**src/rtl/sha1_pkg.sv**
```systemverilog
// Shared types and constants for the SHA1 byte host and its word packer.
// The message limit leaves room for padding inside the 1024 x 64b SHA1 memory.
package sha1_pkg;

   localparam int SHA1_DIGEST_BYTES = 20;
   localparam int SHA1_WORD_BYTES   = 8;
   localparam int SHA1_MEM_WORDS    = 1024;
   localparam int SHA1_MAX_BYTES    = SHA1_MEM_WORDS * SHA1_WORD_BYTES - 256;

   typedef enum logic [2:0] {
      ST_CLEAR  = 3'd0,
      ST_ACCEPT = 3'd1,
      ST_FLUSH  = 3'd2,
      ST_START  = 3'd3,
      ST_WAIT   = 3'd4,
      ST_EMIT   = 3'd5
   } sha1_state_e;

   function automatic logic [7:0] lanes_to_bits(input logic [3:0] lanes);
      return {1'b0, lanes, 3'b000};
   endfunction

endpackage

```
**src/rtl/sha1_byte_packer.sv**
```systemverilog
// Packs message bytes little-lane-first into 64-bit words and presents each
// completed or flushed word to the SHA1 write port for exactly one cycle.
module sha1_byte_packer
   import sha1_pkg::*;
(
   input  logic        clk,
   input  logic        reset_n,
   input  logic        clr_i,
   input  logic        byte_we_i,
   input  logic [7:0]  byte_i,
   input  logic        flush_i,
   output logic [2:0]  lane_o,
   output logic [63:0] word_o,
   output logic [7:0]  len_o,
   output logic        write_o
);

   logic [63:0] pack_q;
   logic [2:0]  lane_q;
   logic [63:0] word_q;
   logic [7:0]  len_q;
   logic        write_q;

   // A full word moves to the output register on the same edge its 8th byte
   // arrives, so the pack register is free for the next byte immediately.
   always_ff @(posedge clk or negedge reset_n) begin
      if (!reset_n) begin
         pack_q  <= 64'd0;
         lane_q  <= 3'd0;
         word_q  <= 64'd0;
         len_q   <= 8'd0;
         write_q <= 1'b0;
      end else if (clr_i) begin
         pack_q  <= 64'd0;
         lane_q  <= 3'd0;
         word_q  <= 64'd0;
         len_q   <= 8'd0;
         write_q <= 1'b0;
      end else begin
         write_q <= 1'b0;
         if (flush_i) begin
            word_q  <= pack_q;
            len_q   <= lanes_to_bits({1'b0, lane_q});
            write_q <= 1'b1;
            pack_q  <= 64'd0;
            lane_q  <= 3'd0;
         end else if (byte_we_i) begin
            lane_q <= lane_q + 3'd1;
            if (lane_q == 3'd7) begin
               word_q  <= {byte_i, pack_q[55:0]};
               len_q   <= lanes_to_bits(4'(SHA1_WORD_BYTES));
               write_q <= 1'b1;
               pack_q  <= 64'd0;
            end else begin
               pack_q[{lane_q, 3'b000} +: 8] <= byte_i;
            end
         end else begin
            pack_q <= pack_q;
         end
      end
   end

   assign lane_o  = lane_q;
   assign word_o  = word_q;
   assign len_o   = len_q;
   assign write_o = write_q;

endmodule

```
**src/rtl/sha1_byte_host.sv**
```systemverilog
// Initiator for the SHA1 core: streams a message in as bytes, loads it into the
// core, starts the hash and streams the 20-byte digest back out.
module sha1_byte_host
   import sha1_pkg::*;
#(
   parameter int MAX_BYTES = SHA1_MAX_BYTES
)(
   input  logic         clk,
   input  logic         reset_n,
   input  logic         s_valid,
   output logic         s_ready,
   input  logic [7:0]   s_data,
   input  logic         s_last,
   input  logic         s_empty,
   output logic         d_valid,
   input  logic         d_ready,
   output logic [7:0]   d_data,
   output logic         d_last,
   output logic         err,
   output logic         busy,
   output logic [63:0]  sha_in_data,
   output logic [7:0]   sha_in_len,
   output logic         sha_write,
   output logic         sha_start,
   output logic         sha_reset,
   input  logic [159:0] sha_digest,
   input  logic         sha_ready
);

   localparam logic [12:0] MAX_CNT  = 13'(MAX_BYTES);
   localparam logic [4:0]  LAST_IDX = 5'(SHA1_DIGEST_BYTES - 1);

   sha1_state_e  state_q;
   logic [12:0]  cnt_q;
   logic         drop_q;
   logic [159:0] shift_q;
   logic [4:0]   idx_q;
   logic         s_ready_q;
   logic         d_valid_q;
   logic         d_last_q;
   logic         err_q;
   logic         busy_q;
   logic         sha_start_q;
   logic         sha_reset_q;

   logic         hs_s;
   logic         empty_s;
   logic         take_s;
   logic         ovf_s;
   logic         keep_s;
   logic [2:0]   lane_s;

   assign hs_s    = s_valid & s_ready_q & (state_q == ST_ACCEPT);
   assign empty_s = hs_s & s_last & s_empty;
   assign take_s  = hs_s & ~empty_s;
   // The byte that would become number MAX_BYTES+1 is the first one dropped.
   assign ovf_s   = take_s & (cnt_q == MAX_CNT);
   assign keep_s  = take_s & ~drop_q & ~ovf_s;

   sha1_byte_packer u_packer (
      .clk       (clk),
      .reset_n   (reset_n),
      .clr_i     (state_q == ST_CLEAR),
      .byte_we_i (keep_s),
      .byte_i    (s_data),
      .flush_i   (state_q == ST_FLUSH),
      .lane_o    (lane_s),
      .word_o    (sha_in_data),
      .len_o     (sha_in_len),
      .write_o   (sha_write)
   );

   // Message/digest sequencing; all handshake and core controls are registered.
   always_ff @(posedge clk or negedge reset_n) begin
      if (!reset_n) begin
         state_q     <= ST_CLEAR;
         cnt_q       <= 13'd0;
         drop_q      <= 1'b0;
         shift_q     <= 160'd0;
         idx_q       <= 5'd0;
         s_ready_q   <= 1'b0;
         d_valid_q   <= 1'b0;
         d_last_q    <= 1'b0;
         err_q       <= 1'b0;
         busy_q      <= 1'b1;
         sha_start_q <= 1'b0;
         sha_reset_q <= 1'b0;
      end else begin
         err_q       <= 1'b0;
         sha_start_q <= 1'b0;
         sha_reset_q <= 1'b0;
         case (state_q)
            ST_CLEAR: begin
               sha_reset_q <= 1'b1;
               s_ready_q   <= 1'b1;
               busy_q      <= 1'b0;
               cnt_q       <= 13'd0;
               drop_q      <= 1'b0;
               state_q     <= ST_ACCEPT;
            end
            ST_ACCEPT: begin
               if (hs_s) begin
                  busy_q <= 1'b1;
                  if (take_s && (cnt_q != 13'h1FFF)) begin
                     cnt_q <= cnt_q + 13'd1;
                  end
                  if (ovf_s) begin
                     drop_q <= 1'b1;
                  end
                  if (s_last) begin
                     s_ready_q <= 1'b0;
                     if (drop_q || ovf_s) begin
                        err_q   <= 1'b1;
                        state_q <= ST_CLEAR;
                     end else if (empty_s) begin
                        state_q <= (lane_s != 3'd0) ? ST_FLUSH : ST_START;
                     end else begin
                        state_q <= (lane_s == 3'd7) ? ST_START : ST_FLUSH;
                     end
                  end
               end
            end
            ST_FLUSH: begin
               state_q <= ST_START;
            end
            ST_START: begin
               sha_start_q <= 1'b1;
               state_q     <= ST_WAIT;
            end
            ST_WAIT: begin
               // Ready is only trusted once the start pulse has been seen by the core.
               if (sha_ready && !sha_start_q) begin
                  shift_q   <= sha_digest;
                  idx_q     <= 5'd0;
                  d_valid_q <= 1'b1;
                  d_last_q  <= 1'b0;
                  state_q   <= ST_EMIT;
               end
            end
            ST_EMIT: begin
               if (d_ready) begin
                  if (idx_q == LAST_IDX) begin
                     d_valid_q <= 1'b0;
                     d_last_q  <= 1'b0;
                     shift_q   <= 160'd0;
                     idx_q     <= 5'd0;
                     state_q   <= ST_CLEAR;
                  end else begin
                     shift_q  <= {shift_q[151:0], 8'd0};
                     idx_q    <= idx_q + 5'd1;
                     d_last_q <= (idx_q == (LAST_IDX - 5'd1));
                  end
               end
            end
            default: begin
               s_ready_q <= 1'b0;
               d_valid_q <= 1'b0;
               state_q   <= ST_CLEAR;
            end
         endcase
      end
   end

   assign s_ready   = s_ready_q;
   assign d_valid   = d_valid_q;
   assign d_data    = shift_q[159:152];
   assign d_last    = d_last_q;
   assign err       = err_q;
   assign busy      = busy_q;
   assign sha_start = sha_start_q;
   assign sha_reset = sha_reset_q;

endmodule

```
**config.mk**
```make
export PLATFORM = sky130hd
export DESIGN_NAME = sha1_byte_host
export DESIGN_NICKNAME = d
export VERILOG_FILES = /design/src/rtl/sha1_pkg.sv /design/src/rtl/sha1_byte_packer.sv /design/src/rtl/sha1_byte_host.sv
export SDC_FILE = /design/constraint.sdc
export NUM_CORES = 1
export LEC_CHECK = 0
export CORE_MARGIN = 5
export CORE_UTILIZATION = 40
export DETAILED_ROUTE_END_ITERATION = 10
export PLACE_DENSITY = 0.65
export SLEW_MARGIN = 20
export SYNTH_ARGS = -nofsm -noshare
export SYNTH_HDL_FRONTEND = slang
export SYNTH_SLANG_ARGS = --single-unit
export TNS_END_PERCENT = 1
```
**constraint.sdc**
```tcl
create_clock -name clk -period 2.1 [get_ports clk]
set_input_delay 0.21 -clock clk [delete_from_list [all_inputs] [get_ports clk]]
set_output_delay 0.21 -clock clk [all_outputs]
set_load 0.05 [all_outputs]
```
==> After elaboration in Yosys (flattened, before gate mapping) <==
Index checks and enable logic that the tools add are counted.
{ "classes": {"bitwise": 13, "n_eq_ne": 17, "n_shift": 2, "muxes": 63, "add_sub_neg": 4, "n_reduce_logical": 20} }
{ "ops": {"columns": ["cell", "count"], "rows": [
  ["$mux W64", 8],
  ["$mux W160", 3],
  ["$pmux W160 S2", 1],
  ["$bwmux W64", 1],
  ["$shift A8 B8 Y64 const A", 1],
  ["$shiftx A8 B8 Y64", 1],
  ["$mux W8", 4],
  ["$mux W13", 2],
  ["$pmux W13 S2", 1],
  ["$mux W1", 24],
  ["$mux W3", 8],
  ["$pmux W3 S6", 1],
  ["$mux W5", 3],
  ["$add A13 B1 Y13 const B", 1],
  ["$eq A13 B13 Y1 const B", 1],
  ["$ne A13 B13 Y1 const B", 1],
  ["$ne A2 B2 Y1 const B", 6],
  ["$reduce_and A3 Y1", 4],
  ["$eq A5 B5 Y1 const B", 2],
  ["$pmux W5 S2", 1],
  ["$eq A3 B3 Y1 const B", 3],
  ["$reduce_bool A3 Y1", 3],
  ["$and A1 B1 Y1", 8],
  ["$neg A6 Y8", 1],
  ["18 further kinds", 30]
]} }
{ "totals": {"out_inout_bits": 88, "inputBits": 175, "regBits": 329, "elab_cells": 136} }

==> Logic depth before layout (Yosys ltp) <==
{ "depth": {"depth_word": 12, "ltp_mapped": 9} }

==> Hierarchy <==
From an unflattened synthesis, not the netlist that was laid out.
{ "hier_totals": {"cells_unflattened": 1344, "area_unflattened_um2": 14202.4} }
{ "modules_own_cells": {"columns": ["mod", "area_each_um2", "cells_each", "instances"], "rows": [
  ["sha1_byte_host", 8605.8, 878, 1],
  ["sha1_byte_packer", 5596.6, 466, 1]
]} }

==> Worst setup path before layout <==
OpenSTA, ideal clock, no wires.
{ "synth_timing": {"kind": "reg-to-reg", "start": "register u_packer.lane_q[0], in the netlist u_packer.lane_o[0]", "end": "register u_packer.pack_q[32]", "slack_ps": -209, "period_less_slack_ps": 2309, "stages_incl_launch_ff": 9, "t_arrival_ps": 2241, "setup_time_ps": 67, "required_time_ps": 2033, "cell_sequence": "dfrtp_1 > inv_1 > ha_1 > ha_1 > inv_1 > nor4b_1 > and3_1 > clkbuf_1 > a32o_1"} }
{ "synth_between": {"elab_chain_len": 7, "word_cells_on_any_way": 9, "classes_between": "add/sub (1); eq/ne (1); shift (2); mux (5)"} }
{ "synth_lines": {"columns": ["element", "line", "rtl"], "rows": [
  ["start: declaration", "sha1_byte_packer.sv:19", "logic [2:0] lane_q;"],
  ["start signal: assignment", "sha1_byte_packer.sv:48", "lane_q <= lane_q + 3'd1;"],
  ["$neg A6 Y8", "sha1_byte_packer.sv:55", "pack_q[{lane_q, 3'b000} +: 8] <= byte_i;"],
  ["$shiftx A8 B8 Y64 or $shift A8 B8 Y64 (tied branches)", "sha1_byte_packer.sv:55", null],
  ["$bwmux W64", "sha1_byte_packer.sv:55", null],
  ["$mux W64 (*)", "sha1_byte_packer.sv:49", "if (lane_q == 3'd7) begin"],
  ["$mux W64 (*)", "sha1_byte_packer.sv:47", "end else if (byte_we_i) begin"],
  ["$mux W64 (*)", "sha1_byte_packer.sv:41", "if (flush_i) begin"],
  ["$mux W64 (*)", "sha1_byte_packer.sv:33", "end else if (clr_i) begin"],
  ["end signal: indexed assignment", "sha1_byte_packer.sv:55", null],
  ["end signal: assignment", "sha1_byte_packer.sv:58", "pack_q <= pack_q;"],
  ["end: declaration", "sha1_byte_packer.sv:18", "logic [63:0] pack_q;"]
]} }
Mark *: on every way between the ends. The rest lies on a longest branch, timed or not. The select of a mux whose other input is x is not followed.
A chain may end at the register's enable or synchronous reset.

==> Worst setup path after layout <==
{ "layout_timing": {"start": "register busy_q, in the netlist busy", "end": "output port busy"} }
{ "layout_rtl": {"columns": ["element", "line", "rtl"], "rows": [
  ["start: declaration", "sha1_byte_host.sv:42", "logic busy_q;"],
  ["start signal: assignment", "sha1_byte_host.sv:85", "busy_q <= 1'b1;"],
  ["start signal: assignment", "sha1_byte_host.sv:96", "busy_q <= 1'b0;"],
  ["start signal: assignment", "sha1_byte_host.sv:103", "busy_q <= 1'b1;"],
  ["end: declaration", "sha1_byte_host.sv:20", "output logic busy,"]
]} }
No word-level cell between the ends.

==> results.yml <==
outcome:
  status: "finished, final reports clean"
route:
  drc: 0
  drtPass1Iterations: 5
  routed_via_density: 5.49
  drt-total-wl_um: 40400
  drt_iter0_markers: 797
  wl_per_cell_um: 19.6
  antenna_left: 0
  vias: 11300
clocking:
  cts_root_buffer: "clkbuf_16"
  cts_max_level: 2
  cts.sinks: 325
  clk_transition_reported_paths_ns: 0.05
  cts_tree: "yes"
  clk_latency_ns: 0.52
  cts_buffers: 37
  clock_path_buffers: 3
floorplan:
  num_rows: 68
  start_util: 0.407
  fp.dieH_um: 198
  fp.coreArea_um2: 34700
  die_w_um: 198
  die_area_um2: 39100
  ios: 263
synthesis:
  synth.area.top_cells: "dfrtp_1 57%, a22oi_1 8.5%, a22o_1 6.7%, nand2_1 5.1%, o21ai_0 4.8%"
  yosys.area.top_type: "dfrtp_1"
  syn-cell-area_um2: 14100
  ys_ff_latch: 325
  synth_common_cells: "324 x dfrtp_1, 190 x nand2_1, 160 x a22oi_1"
  synth_cells: 1310
  yosysUniqueCellTypes: 69
  yosysSeqAreaShare: 0.576
  synth_edf_count: 0
  yosys.area.top_type_share: 0.575
  synth_area_per_cell_um2: 10.8
  synth-main-ff-cell: "dfrtp_1"
  ys_async_sr_fraction: 1.00
  yosysMostFrequentCell: "dfrtp_1"
  yosysWarnings: 0
setup_path:
  crit_type: "flop to primary output"
  critical_path.top_delay_family: "buffers and inverters"
  cp_data_arrival_time_ns: 1.85
  cp_slowest_cell: "clkdlybuf4s50_1"
  crit_required_ns: 1.89
  cp-end-kind: "primary output"
  crit_path_start_kind: "flop"
  cpPeakStageDelay_ns: 0.81
  path_cells: "clkdlybuf4s50_1"
  cp_max_fo: 2
  critical_path_buf_inv_count: 1
sta:
  rsz0062_at_grt: "true"
  fmax_mhz: 485
  worst_slew_pin_slew_ns: 0.636
  slew_viol_final: 0
  finalCriticalPeriod_ns: 2.06
  relSlewSlack: 0.575
  fin_crit_sh: 0.981
  hold_viol: 0
  clock_skew_ns: 0.0220
  finalSetupViolations: 0
power:
  power_mw: 24.0
  p_leak_nw: 8.29
  ir_drop_mv: 0.718
  power.density_nw_per_um2: 1270
global_routing:
  overflow: 0
  grt_max_degree: 58
  grt_pass1_vias: 11300
  grt.total_usage: 0.198
  grt_pass1_wl_um: 63100
  antenna_found_initial: 3
job:
  drv_cap: 0
final_layout:
  final_util: 0.546
  finalNonFillerCells: 2061
  drive_above_1_share: 0.119
  layout.nets: 1760
  areaGrowthSynthToFinish_pct: 34.4
placement:
  io_buffer_count: 258
  dpl.cell_count: 1982
  hpwlAfterDp_um: 28000
  routabilityCongestion: 0.858
min_path:
  hold_path.class: "input pin to asynchronous set/reset pin"
==> worst paths after layout <==
kind | startpoint | endpoint | slack (ns) | cells after the start
max | busy | busy | 0.04 | 1
min reg2reg | shift_q[35] | shift_q[35] | 0.48 | 2
min | reset_n | shift_q[71] | 0.20 | 2
min in group clk | sha_digest[6] | shift_q[6] | 0.33 | 2
max reg2reg | u_packer.lane_o[0] | u_packer.pack_q[16] | 0.08 | 8
max in group asynchronous | reset_n | shift_q[87] | 1.20 | 3
==> flip-flops by register name, summed over array words and instances, names as in the netlist <==
| name | count |
|---|---|
| busy | 1 |
| cnt_q | 13 |
| d_last | 1 |
| d_valid | 1 |
| drop_q | 1 |
| err | 1 |
| idx_q | 5 |
| s_ready | 1 |
| sha_reset | 1 |
| sha_start | 1 |
| shift_q | 160 |
| state_q | 3 |
| u_packer.lane_o | 3 |
| u_packer.len_o | 4 |
| u_packer.pack_q | 64 |
| u_packer.word_o | 64 |
| u_packer.write_o | 1 |
==> cells in the final DEF, fill, tap and decap left out, drive strengths merged, types with 5 or more instances in the layout <==
| cell type | n |
|---|---|
| dfrtp | 324 |
| clkdlybuf4s50 | 257 |
| nand2 | 190 |
| o21ai | 170 |
| a22oi | 160 |
| a22o | 108 |
| buf | 88 |
| clkbuf | 55 |
| nand3 | 38 |
| nor2 | 35 |
| a21oi | 26 |
| inv | 12 |
| nor3 | 12 |
| nand4 | 11 |
| ha | 10 |
| clkinv | 9 |
| a21o | 8 |
| a32o | 8 |
| and3 | 6 |
| or3 | 6 |
| mux2i | 5 |
==> through the flow <==
| step | hold WS, ns | setup TNS (ns) | area, um2 | worst slack [ns] |
|---|---|---|---|---|
| 4_1_cts | 0.206 | 0 | 18800 | 0.0180 |
| 5_1_grt | 0.224 | -0.101 | 19000 | -0.0178 |
| 6_report | 0.196 | 0 | 19000 | 0.0397 |
| 3_5_place_dp | 0.160 | 0 | 17600 | 0.0408 |
| 2_1_floorplan | -0.0856 | 0 | 14100 | 0.0111 |
| 3_3_place_gp | 0.166 | 0 | 17600 | 0.0284 |
==> power by group <==
group / total, mW / switching [mW] / internal, mW
registers: 8.84 / 0.931 / 7.91
clock network: 6.44 / 2.52 / 3.92
logic: 8.75 / 5.14 / 3.61
total: 24.0 / 8.59 / 15.4
==> layer usage <==
metal,global-route usage,up-vias,share of wire
li1,-,5334,-
met1,0.283,5594,0.45
met2,0.318,333,0.47
met3,0.0335,62,0.058
met4,0.0515,0,0.021
met5,0,-,0
==> layout make-up <==
cell class,instances,area [um2]
Timing Repair Buffer,348,3620
Clock buffer,53,1070
Antenna cell,4,10.0
Fill cell,3047,15700
Tap cell,455,569
Inverter,13,48.8
Sequential cell,325,8140
Clock inverter,13,160
Multi-Input combinational cell,850,5350
==> kinds of logic (layout without fill, tap and decap cells) <==
kind of cell / after synthesis / in the layout / synth area share
mux: 5 / 5 / 0.00355
flops: 325 / 325 / 0.576
other cells: 1 / 8 / 0.000266
simple gates: 326 / 326 / 0.110
xor+xnor: 4 / 4 / 0.00248
fa+ha+maj: 10 / 10 / 0.00887
compound gates: 501 / 501 / 0.248
buf+inv: 138 / 427 / 0.0508
==> timing repair <==
action	4_1_cts	5_1_grt
hold buffers	1	0
hold endpoints to repair	39	0
buffers inserted	0	5
gates resized for setup	0	19
setup endpoints to repair	0	121
(Power assumes the default switching activity.)
